## src/rtl/i2c_oled_responder.sv

```systemverilog
// i2c_oled_responder: write-only I2C target modelling the display end of an
// SSD1306-style OLED link. It samples SCL/SDA on CLK, ACKs writes to
// OWN_ADDR and turns the control-byte framing (Co, D/C#) into command and
// display-data strobes.
// Optional build macro: I2C_OLED_RSP_GLITCH_FILTER_EN adds a 3-sample
// majority filter on each synchronized bus line (+2 CLK detect latency).
module i2c_oled_responder #(
  parameter logic [6:0] OWN_ADDR = 7'h3C
) (
  input  logic       CLK,
  input  logic       RST,
  input  logic       scl_in,
  input  logic       sda_in,
  output logic       sda_oe,
  output logic       cmd_valid,
  output logic [7:0] cmd_byte,
  output logic       data_valid,
  output logic [7:0] data_byte,
  output logic       busy,
  output logic       frame_err
);

  typedef enum logic [2:0] {
    ST_IDLE,
    ST_ADDR,
    ST_ADDR_ACK,
    ST_CTRL,
    ST_CTRL_ACK,
    ST_PAYLOAD,
    ST_PAY_ACK,
    ST_IGNORE
  } state_t;

  function automatic logic maj3(input logic a, input logic b, input logic c);
    return (a & b) | (a & c) | (b & c);
  endfunction

  // Synchronizer stages (p0, p1); bus idles high, so they reset to 1
  logic scl_p0, scl_p1, sda_p0, sda_p1;
  // Conditioned line levels and their previous-cycle copies (p2)
  logic scl_line, sda_line, scl_p2, sda_p2;

  state_t     state;
  logic [7:0] shreg;
  logic [2:0] bit_cnt;
  logic       bit_open;
  logic       co, dc;

  logic scl_rise, scl_fall, start_det, stop_det;

  // Two-flop synchronizers for the raw pad levels
  always_ff @(posedge CLK or posedge RST) begin
    if (RST) begin
      scl_p0 <= 1'b1;
      scl_p1 <= 1'b1;
      sda_p0 <= 1'b1;
      sda_p1 <= 1'b1;
    end else begin
      scl_p0 <= scl_in;
      scl_p1 <= scl_p0;
      sda_p0 <= sda_in;
      sda_p1 <= sda_p0;
    end
  end

`ifdef I2C_OLED_RSP_GLITCH_FILTER_EN
  logic [1:0] scl_hist, sda_hist;

  // Majority vote over the last three synchronized samples, registered
  always_ff @(posedge CLK or posedge RST) begin
    if (RST) begin
      scl_hist <= 2'b11;
      sda_hist <= 2'b11;
      scl_line <= 1'b1;
      sda_line <= 1'b1;
    end else begin
      scl_hist <= {scl_hist[0], scl_p1};
      sda_hist <= {sda_hist[0], sda_p1};
      scl_line <= maj3(scl_p1, scl_hist[0], scl_hist[1]);
      sda_line <= maj3(sda_p1, sda_hist[0], sda_hist[1]);
    end
  end
`else
  // Without the filter the synchronized levels are used directly
  always_comb begin
    scl_line = scl_p1;
    sda_line = sda_p1;
  end
`endif

  // Previous-value copies used for edge detection
  always_ff @(posedge CLK or posedge RST) begin
    if (RST) begin
      scl_p2 <= 1'b1;
      sda_p2 <= 1'b1;
    end else begin
      scl_p2 <= scl_line;
      sda_p2 <= sda_line;
    end
  end

  // Bus event decode: SCL edges plus START/STOP (SDA edge while SCL high)
  always_comb begin
    scl_rise  = scl_line & ~scl_p2;
    scl_fall  = ~scl_line & scl_p2;
    start_det = scl_line & scl_p2 & sda_p2 & ~sda_line;
    stop_det  = scl_line & scl_p2 & ~sda_p2 & sda_line;
  end

  // Protocol FSM with registered outputs. A bit is sampled on SCL rise and
  // only counted once SCL falls again, so the SCL rise belonging to a STOP
  // never looks like a partial byte.
  always_ff @(posedge CLK or posedge RST) begin
    if (RST) begin
      state      <= ST_IDLE;
      shreg      <= 8'h00;
      bit_cnt    <= 3'd0;
      bit_open   <= 1'b0;
      co         <= 1'b0;
      dc         <= 1'b0;
      sda_oe     <= 1'b0;
      cmd_valid  <= 1'b0;
      cmd_byte   <= 8'h00;
      data_valid <= 1'b0;
      data_byte  <= 8'h00;
      busy       <= 1'b0;
      frame_err  <= 1'b0;
    end else begin
      cmd_valid  <= 1'b0;
      data_valid <= 1'b0;
      frame_err  <= 1'b0;
      if (start_det || stop_det) begin
        if ((state == ST_CTRL || state == ST_PAYLOAD) && bit_cnt != 3'd0)
          frame_err <= 1'b1;
        bit_cnt  <= 3'd0;
        bit_open <= 1'b0;
        sda_oe   <= 1'b0;
        if (start_det) begin
          state <= ST_ADDR;
          busy  <= 1'b1;
        end else begin
          state <= ST_IDLE;
          busy  <= 1'b0;
        end
      end else begin
        case (state)
          ST_ADDR, ST_CTRL, ST_PAYLOAD: begin
            if (scl_rise) begin
              shreg    <= {shreg[6:0], sda_line};
              bit_open <= 1'b1;
            end else if (scl_fall && bit_open) begin
              bit_open <= 1'b0;
              bit_cnt  <= bit_cnt + 3'd1;
              if (bit_cnt == 3'd7) begin
                case (state)
                  ST_ADDR: begin
                    if (shreg[7:1] == OWN_ADDR) begin
                      if (!shreg[0]) begin
                        sda_oe <= 1'b1;
                        state  <= ST_ADDR_ACK;
                      end else begin
                        frame_err <= 1'b1;
                        state     <= ST_IGNORE;
                      end
                    end else begin
                      state <= ST_IGNORE;
                    end
                  end
                  ST_CTRL: begin
                    co     <= shreg[7];
                    dc     <= shreg[6];
                    if (shreg[5:0] != 6'd0)
                      frame_err <= 1'b1;
                    sda_oe <= 1'b1;
                    state  <= ST_CTRL_ACK;
                  end
                  default: begin
                    if (dc) begin
                      data_valid <= 1'b1;
                      data_byte  <= shreg;
                    end else begin
                      cmd_valid <= 1'b1;
                      cmd_byte  <= shreg;
                    end
                    sda_oe <= 1'b1;
                    state  <= ST_PAY_ACK;
                  end
                endcase
              end
            end
          end
          ST_ADDR_ACK: begin
            if (scl_fall) begin
              sda_oe <= 1'b0;
              state  <= ST_CTRL;
            end
          end
          ST_CTRL_ACK: begin
            if (scl_fall) begin
              sda_oe <= 1'b0;
              state  <= ST_PAYLOAD;
            end
          end
          ST_PAY_ACK: begin
            if (scl_fall) begin
              sda_oe <= 1'b0;
              state  <= co ? ST_CTRL : ST_PAYLOAD;
            end
          end
          default: begin
            // IDLE and IGNORE only leave on START/STOP
            sda_oe <= 1'b0;
          end
        endcase
      end
    end
  end

endmodule

```

## config.mk

```make
export PLATFORM = sky130hd
export DESIGN_NAME = i2c_oled_responder
export DESIGN_NICKNAME = d
export VERILOG_FILES = /design/src/rtl/i2c_oled_responder.sv
export SDC_FILE = /design/constraint.sdc
export NUM_CORES = 1
export LEC_CHECK = 0
export CORE_MARGIN = 10
export CORE_UTILIZATION = 50
export CTS_BUF_LIST = sky130_fd_sc_hd__clkbuf_8
export CTS_CLUSTER_SIZE = 20
export DETAILED_ROUTE_END_ITERATION = 6
export DONT_BUFFER_PORTS = 1
export SYNTH_ARGS = -nofsm -noshare
export SYNTH_HDL_FRONTEND = slang
export SYNTH_SLANG_ARGS = --single-unit
```

## constraint.sdc

```tcl
create_clock -name CLK -period 3.14 [get_ports CLK]
set_input_delay 0.628 -clock CLK [delete_from_list [all_inputs] [get_ports CLK]]
set_output_delay 0.628 -clock CLK [all_outputs]
set_load 0.01 [all_outputs]
```

==> impl_results.md, run 1 <==
* 1st-pass router iterations at 4
* ANT nets after route at 0
* H-Tree Depth at 2
* Post-synth top flop: dfrtp_1
* Post-Syn Nets at 149
* RD Place Congestion at 0.818
* Worst r2r dst: cmd_byte[4]
* Kind of critical path: reg2reg
* Final worst slack at 1250 ps
* GR Layer Usage met1 at 13.1%
* CP max stage delay at 500 ps
* Placed wire-length estimate at 2590 um
* Post-layout min period at 1890 ps
* Max-cap violations at 0
* CTS Hold Buffers Added at 0
* Hold Crit Class: in2async
* Vias post-DR at 1099
* Slew Limit Fails at 0
* Yosys reg bits at 44
* Crit-path slowest cell: nor4_4
* Met3 GRT Util at 5.35%
* Avg Synthesized Cell Area at 13.4 sq um
* Vias per cell at 5.61
* Maximum clock rate at 0.530 GHz
* Internal power at 0.995 mW
* Die Height at 81.7 um
* Clock slew at reported path FFs at 80 ps
* Initial antenna violation count at 0
* Ant. Diodes at 0
* Worst slew pin tran at 751 ps
* Clock power frac at 22.9%
* Post-synth EDFFs at 0
* Final setup viols at 0
* PortBufs at 0
* Most frequent CP cell: ha_1
* Sw Share at 32.5%
* Core ar. at 3660 sq um
* Vias in the first global route at 1180
* Register area share after synthesis at 58.2%
* Hold Violations, Final at 0
* Register share of total power at 53.6%
* Max_slew headroom at 49.6%
* CTS tree: done
* RSZ-0062 raised after global routing: no
* WP data required at 3330 ps
* Initial core utilization at 52.1%
* Combinational share of power at 23.4%
* Core Rows at 22
* Status: completed
* Post-cts resize count at 0
* Inst Count DP at 188
* Type of origin of the critical path: register
* PwrDens at 721 nW/um^2
* VDD IR-drop max at 0.338 mV
* Post-place setup slack at 1210 ps
* Grt total ovfl at 0
* Layout cells sized above 1 at 33.1%
* Netlist cell types at 40
* Worst-Skew Late Latency at 290 ps
* Cell Chain, Critical Path: ha_1 -> ha_1 -> nand4b_2 -> nor4_4 -> mux2_2
* I/O Pins at 25
* Net Sw Power at 0.479 mW
* Synth-to-layout area growth at 7.35%
* Netlist Area Pre-Place at 1910 sq um
* Clock skew at 7.83 ps
* Leakage at 0.960 nW
* Post-synth ARST share at 100%
* Total Power at 1.47 mW
* GRT Total Usage at 11.8%
* Die X at 81.7 um
* Most common cell after layout, fill and taps aside: dfrtp_1
* Met2 global-route usage at 19.7%
* Pin count of the biggest net entering global routing at 24
* Synth top area cells: dfrtp_1 (50%), mux2_2 (17%), dfstp_2 (8.3%)
* Postcts setup bufs at 0
* Post-Synthesis Cells at 142
* CTS buffer count at 5
* WL per Instance at 17.9 um
* Clk sinks at 44
* Finished Layout Cells at 196
* Largest fanout on the critical path at 9
* R2R setup slack at 1250 ps
* Maximum buffer depth of the clock tree at 2
* YS warnings at 0
* Final nets at 154
* Final core occ at 55.9%
* Initial DRC count at 64
* Reg2Reg Depth at 5
* Critical path arrival at 2070 ps
* DRC at 0
* Cell taking the most area after synthesis: dfrtp_1
* Root Buffer: clkbuf_8
* Final period utilization at 60.1%
* Post-synth top area share at 49.9%
* Fin Setup TNS at 0 ps
* Global-route wire length before repair at 6000 um
* R2r startpoint: bit_cnt[0]
* Die Area at 6680 sq um
* Most frequent cells in the layout: dfrtp_1 (38), mux2_2 (29), nor2_1 (9)
* WL final at 3510 um
* GRT busiest layer: met2
* CP Capture Type: register
per-stage QoR:
stage / hold slack, ps / instance area, sq um
after CTS: 272 / 2050
after floorplan: 345 / 1910
after detailed placement: 350 / 1960
after global routing: 298 / 2050
final: 254 / 2050
after global placement: 346 / 1960
Yosys cell counts (2+ instances only):
cell and instances:
inv_1 5, nand2_1 3, nor2_1 9, clkbuf_1 2, nand3_1 2, mux2_2 29, o22ai_1 3, and3b_1 2
nand2b_1 2, dfrtp_1 38, dfstp_2 6, a21oi_1 6, o21ai_0 3, a21boi_0 2, nor2b_1 2, ha_1 3
a22o_1 2
registers in the layout, indices dropped and copies added (netlist names):
signal and flops:
scl_line 1, cmd_valid 1, scl_p0 1, frame_err 1, data_valid 1, state 3, co 1, sda_oe 1
sda_p2 1, data_byte 8, sda_line 1, shreg 8, bit_cnt 3, dc 1, scl_p2 1, sda_p0 1
cmd_byte 8, bit_open 1, busy 1
layer usage:
layer	part of all wire (%)	up-vias	wire, um
met5	0	-	0
met4	1.1	0	40
met3	5.1	4	180
met2	52	15	1820
met1	42	559	1460
li1	-	521	-
power groups by stage:
stage / Combinational, mW / Clock, mW / Sequential, mW
2_1_floorplan: 0.327 / 0 / 0.733
5_1_grt: 0.378 / 0.385 / 0.812
4_1_cts: 0.349 / 0.349 / 0.791
3_3_place_gp: 0.337 / 0 / 0.796
3_5_place_dp: 0.346 / 0 / 0.804
6_report: 0.345 / 0.338 / 0.791
how the worst max path moves through the flow:
stage          slack (ps)     endpoint  cells after the start       start
6_report             1250  cmd_byte[4]                      5  bit_cnt[0]
5_1_grt              1110  cmd_byte[7]                      5  bit_cnt[0]
4_1_cts              1220  cmd_byte[7]                      5  bit_cnt[0]
3_5_place_dp         1210  cmd_byte[4]                      5  bit_cnt[0]
3_3_place_gp         1280  cmd_byte[5]                      5  bit_cnt[0]
2_1_floorplan        1440     state[0]                      5    scl_line
area by class of cell:
class / count / area, sq um
Clock buffer: 5 / 68.8
Clock inverter: 3 / 16.3
Fill cell: 334 / 1620
Inverter: 5 / 18.8
Multi-Input combinational cell: 90 / 766
Sequential cell: 44 / 1110
Tap cell: 48 / 60.1
Timing Repair Buffer: 1 / 7.51
logic make-up (layout without fill, tap and decap cells):
| family | Yosys count | count (layout) | share of synthesized area, % |
|---|---|---|---|
| compound gates | 24 | 24 | 9.13 |
| xor+xnor | 1 | 1 | 0.460 |
| fa+ha+maj | 3 | 3 | 1.97 |
| buf+inv | 8 | 14 | 1.64 |
| flops | 44 | 44 | 58.2 |
| mux | 30 | 30 | 17.7 |
| simple gates | 32 | 32 | 11.0 |
worst max-delay path, delay by kind of cell, from the launching register on:
family | cells | cell delay [ps]
muxes | 1 | 410
DFF | 1 | 380
and+or+nand+nor | 2 | 680
adders and majority gates | 2 | 320
No activity file was read; power rests on OpenSTA's default activity.
==> inputs of run 2 (changes only) <==
- PLACE_DENSITY: default -> 0.68
- clock period: 3.14 -> 1.5 ns (I/O delays scaled with it)
==> impl_results.md, run 2 (synthesis gave the netlist of run 1 again) <==
* Status: complete, but fails checks
* Failing checks: negative setup slack
* Clock slew at reported path FFs at 80 ps
* Final period utilization at 117%
* Max-cap violations at 0
* Clk sinks at 44
* Kind of critical path: reg2reg
* Die Height at 81.7 um
* Ant. Diodes at 0
* Layout cells sized above 1 at 56.6%
* Core Rows at 22
* Root Buffer: clkbuf_8
* Final setup viols at 31
* Initial core utilization at 52.1%
* Slew Limit Fails at 0
* Placed wire-length estimate at 3010 um
* Grt total ovfl at 0
* WP data required at 1680 ps
* GRT Total Usage at 13.8%
* CTS tree: done
* Global-route wire length before repair at 7180 um
* Die X at 81.7 um
* WL final at 4490 um
* Initial DRC count at 41
* ANT nets after route at 0
* Hold Violations, Final at 0
* Post-layout min period at 1750 ps
* Critical path arrival at 1930 ps
* WL per Instance at 18.9 um
* Clock skew at 6.81 ps
* RD Place Congestion at 0.818
* Top flop regs: cmd_byte x8, data_byte x8, shreg x8
* Maximum clock rate at 0.571 GHz
* DRC at 0
* Final worst slack at -253 ps
* Initial antenna violation count at 0
* Worst-Skew Late Latency at 290 ps
* Final core occ at 71.7%
* 1st-pass router iterations at 4
* Core ar. at 3660 sq um
* Vias per cell at 5.62
* Synth-to-layout area growth at 37.8%
* PwrDens at 1560 nW/um^2
* Final nets at 195
* Largest fanout on the critical path at 5
* RSZ-0062 raised after global routing: yes
* Type of origin of the critical path: register
* CTS buffer count at 5
* Maximum buffer depth of the clock tree at 2
* Total Power at 4.10 mW
* Fin Setup TNS at -3810 ps
* Vias in the first global route at 1430
* VDD IR-drop max at 0.997 mV
* Most common cell after layout, fill and taps aside: dfrtp_1
* Hold Crit Class: reg2reg
* Most frequent cells in the layout: dfrtp_1 (36), buf_4 (33), mux2_4 (17)
* Vias post-DR at 1331
* FF/Latch Area at 1110 sq um
* Fill cells at 236
* Pin count of the biggest net entering global routing at 33
* Multi-input gate area at 986 sq um
* Fin Hold WS at 349 ps
* Worst slew pin tran at 532 ps
* PortBufs at 0
* H-Tree Depth at 2
* Max_slew headroom at 64.3%
* I/O Pins at 25
* CP Capture Type: register
* Die Area at 6680 sq um
* Leakage at 1.26 nW
[run 2: changes by cell type in the layout (fill, tap and decap cells not counted), moves of 3 or more]
cell           change
buf_4             +32
buf_6              +4
nor2_4             +3
nor2_1             -3
mux2_4            +17
dlygate4sd3_1      +3
mux2_2            -17
[run 2: routing by layer]
layer | GRT usage, % | vias to the layer above | part of all wire (%)
met2 | 23.7 | 26 | 53
li1 | - | 609 | -
met1 | 15.7 | 688 | 41
met4 | 4.76 | 0 | 1.4
met5 | 0 | - | 0
met3 | 4.59 | 8 | 4.9
[run 2: path summary, 6_finish.rpt]
kind | startpoint | endpoint | slack [ps] | cells past startpoint
min | scl_p0 | scl_line | 350 | 0
max reg2reg | bit_cnt[0] | cmd_byte[2] | -250 | 6
max in group asynchronous | RST | sda_p0 | 510 | 3
min reg2reg | scl_p0 | scl_line | 350 | 0
min in group asynchronous | RST | sda_oe | 440 | 2
max | bit_cnt[0] | cmd_byte[2] | -250 | 6
[run 2: final cells by class]
type / count / share of cell area [%]
clock inverter: 3 / 1.48
multi-input combinational: 91 / 37.5
inverter: 5 / 0.715
timing repair buffer: 41 / 13.1
sequential: 44 / 42.3
tap: 48 / 2.29
clock buffer: 5 / 2.62
[run 2: worst max-delay path, stage by stage, from the launching register on]
cell and delay, ps:
dfrtp_1 360, ha_2 200, ha_4 150, nand4b_4 160, nor4_4 230, buf_4 220
mux2_2 330
[run 2: power breakdown]
part	switching, mW	leakage, nW	total [mW]	internal [mW]
clock	0.380	0.0593	0.867	0.487
sequential	0.212	0.574	1.58	1.37
combinational	0.691	0.624	1.65	0.954
[run 2: timing repair]
item,in CTS,in global routing
hold buffers,3,0
buffers inserted,0,7
setup endpoints to repair,35,33
gates resized for setup,23,26
cloned,1,0
hold endpoints to repair,9,0
pin swaps,2,5
[run 2: through the flow]
stage | instance area (sq um) | instances | worst slack (ps)
3_3_place_gp | 2240 | 220 | -186
4_1_cts | 2470 | 231 | -201
5_1_grt | 2630 | 237 | -316
6_report | 2630 | 237 | -253
2_1_floorplan | 1940 | 142 | -171
3_5_place_dp | 2240 | 220 | -289
==> inputs of run 3 (changes only) <==
- CTS_CLUSTER_DIAMETER: default -> 60
- SLEW_MARGIN: default -> 10
==> results of run 3 <==
Final layout, timing and power as in run 2 (identical DEF).
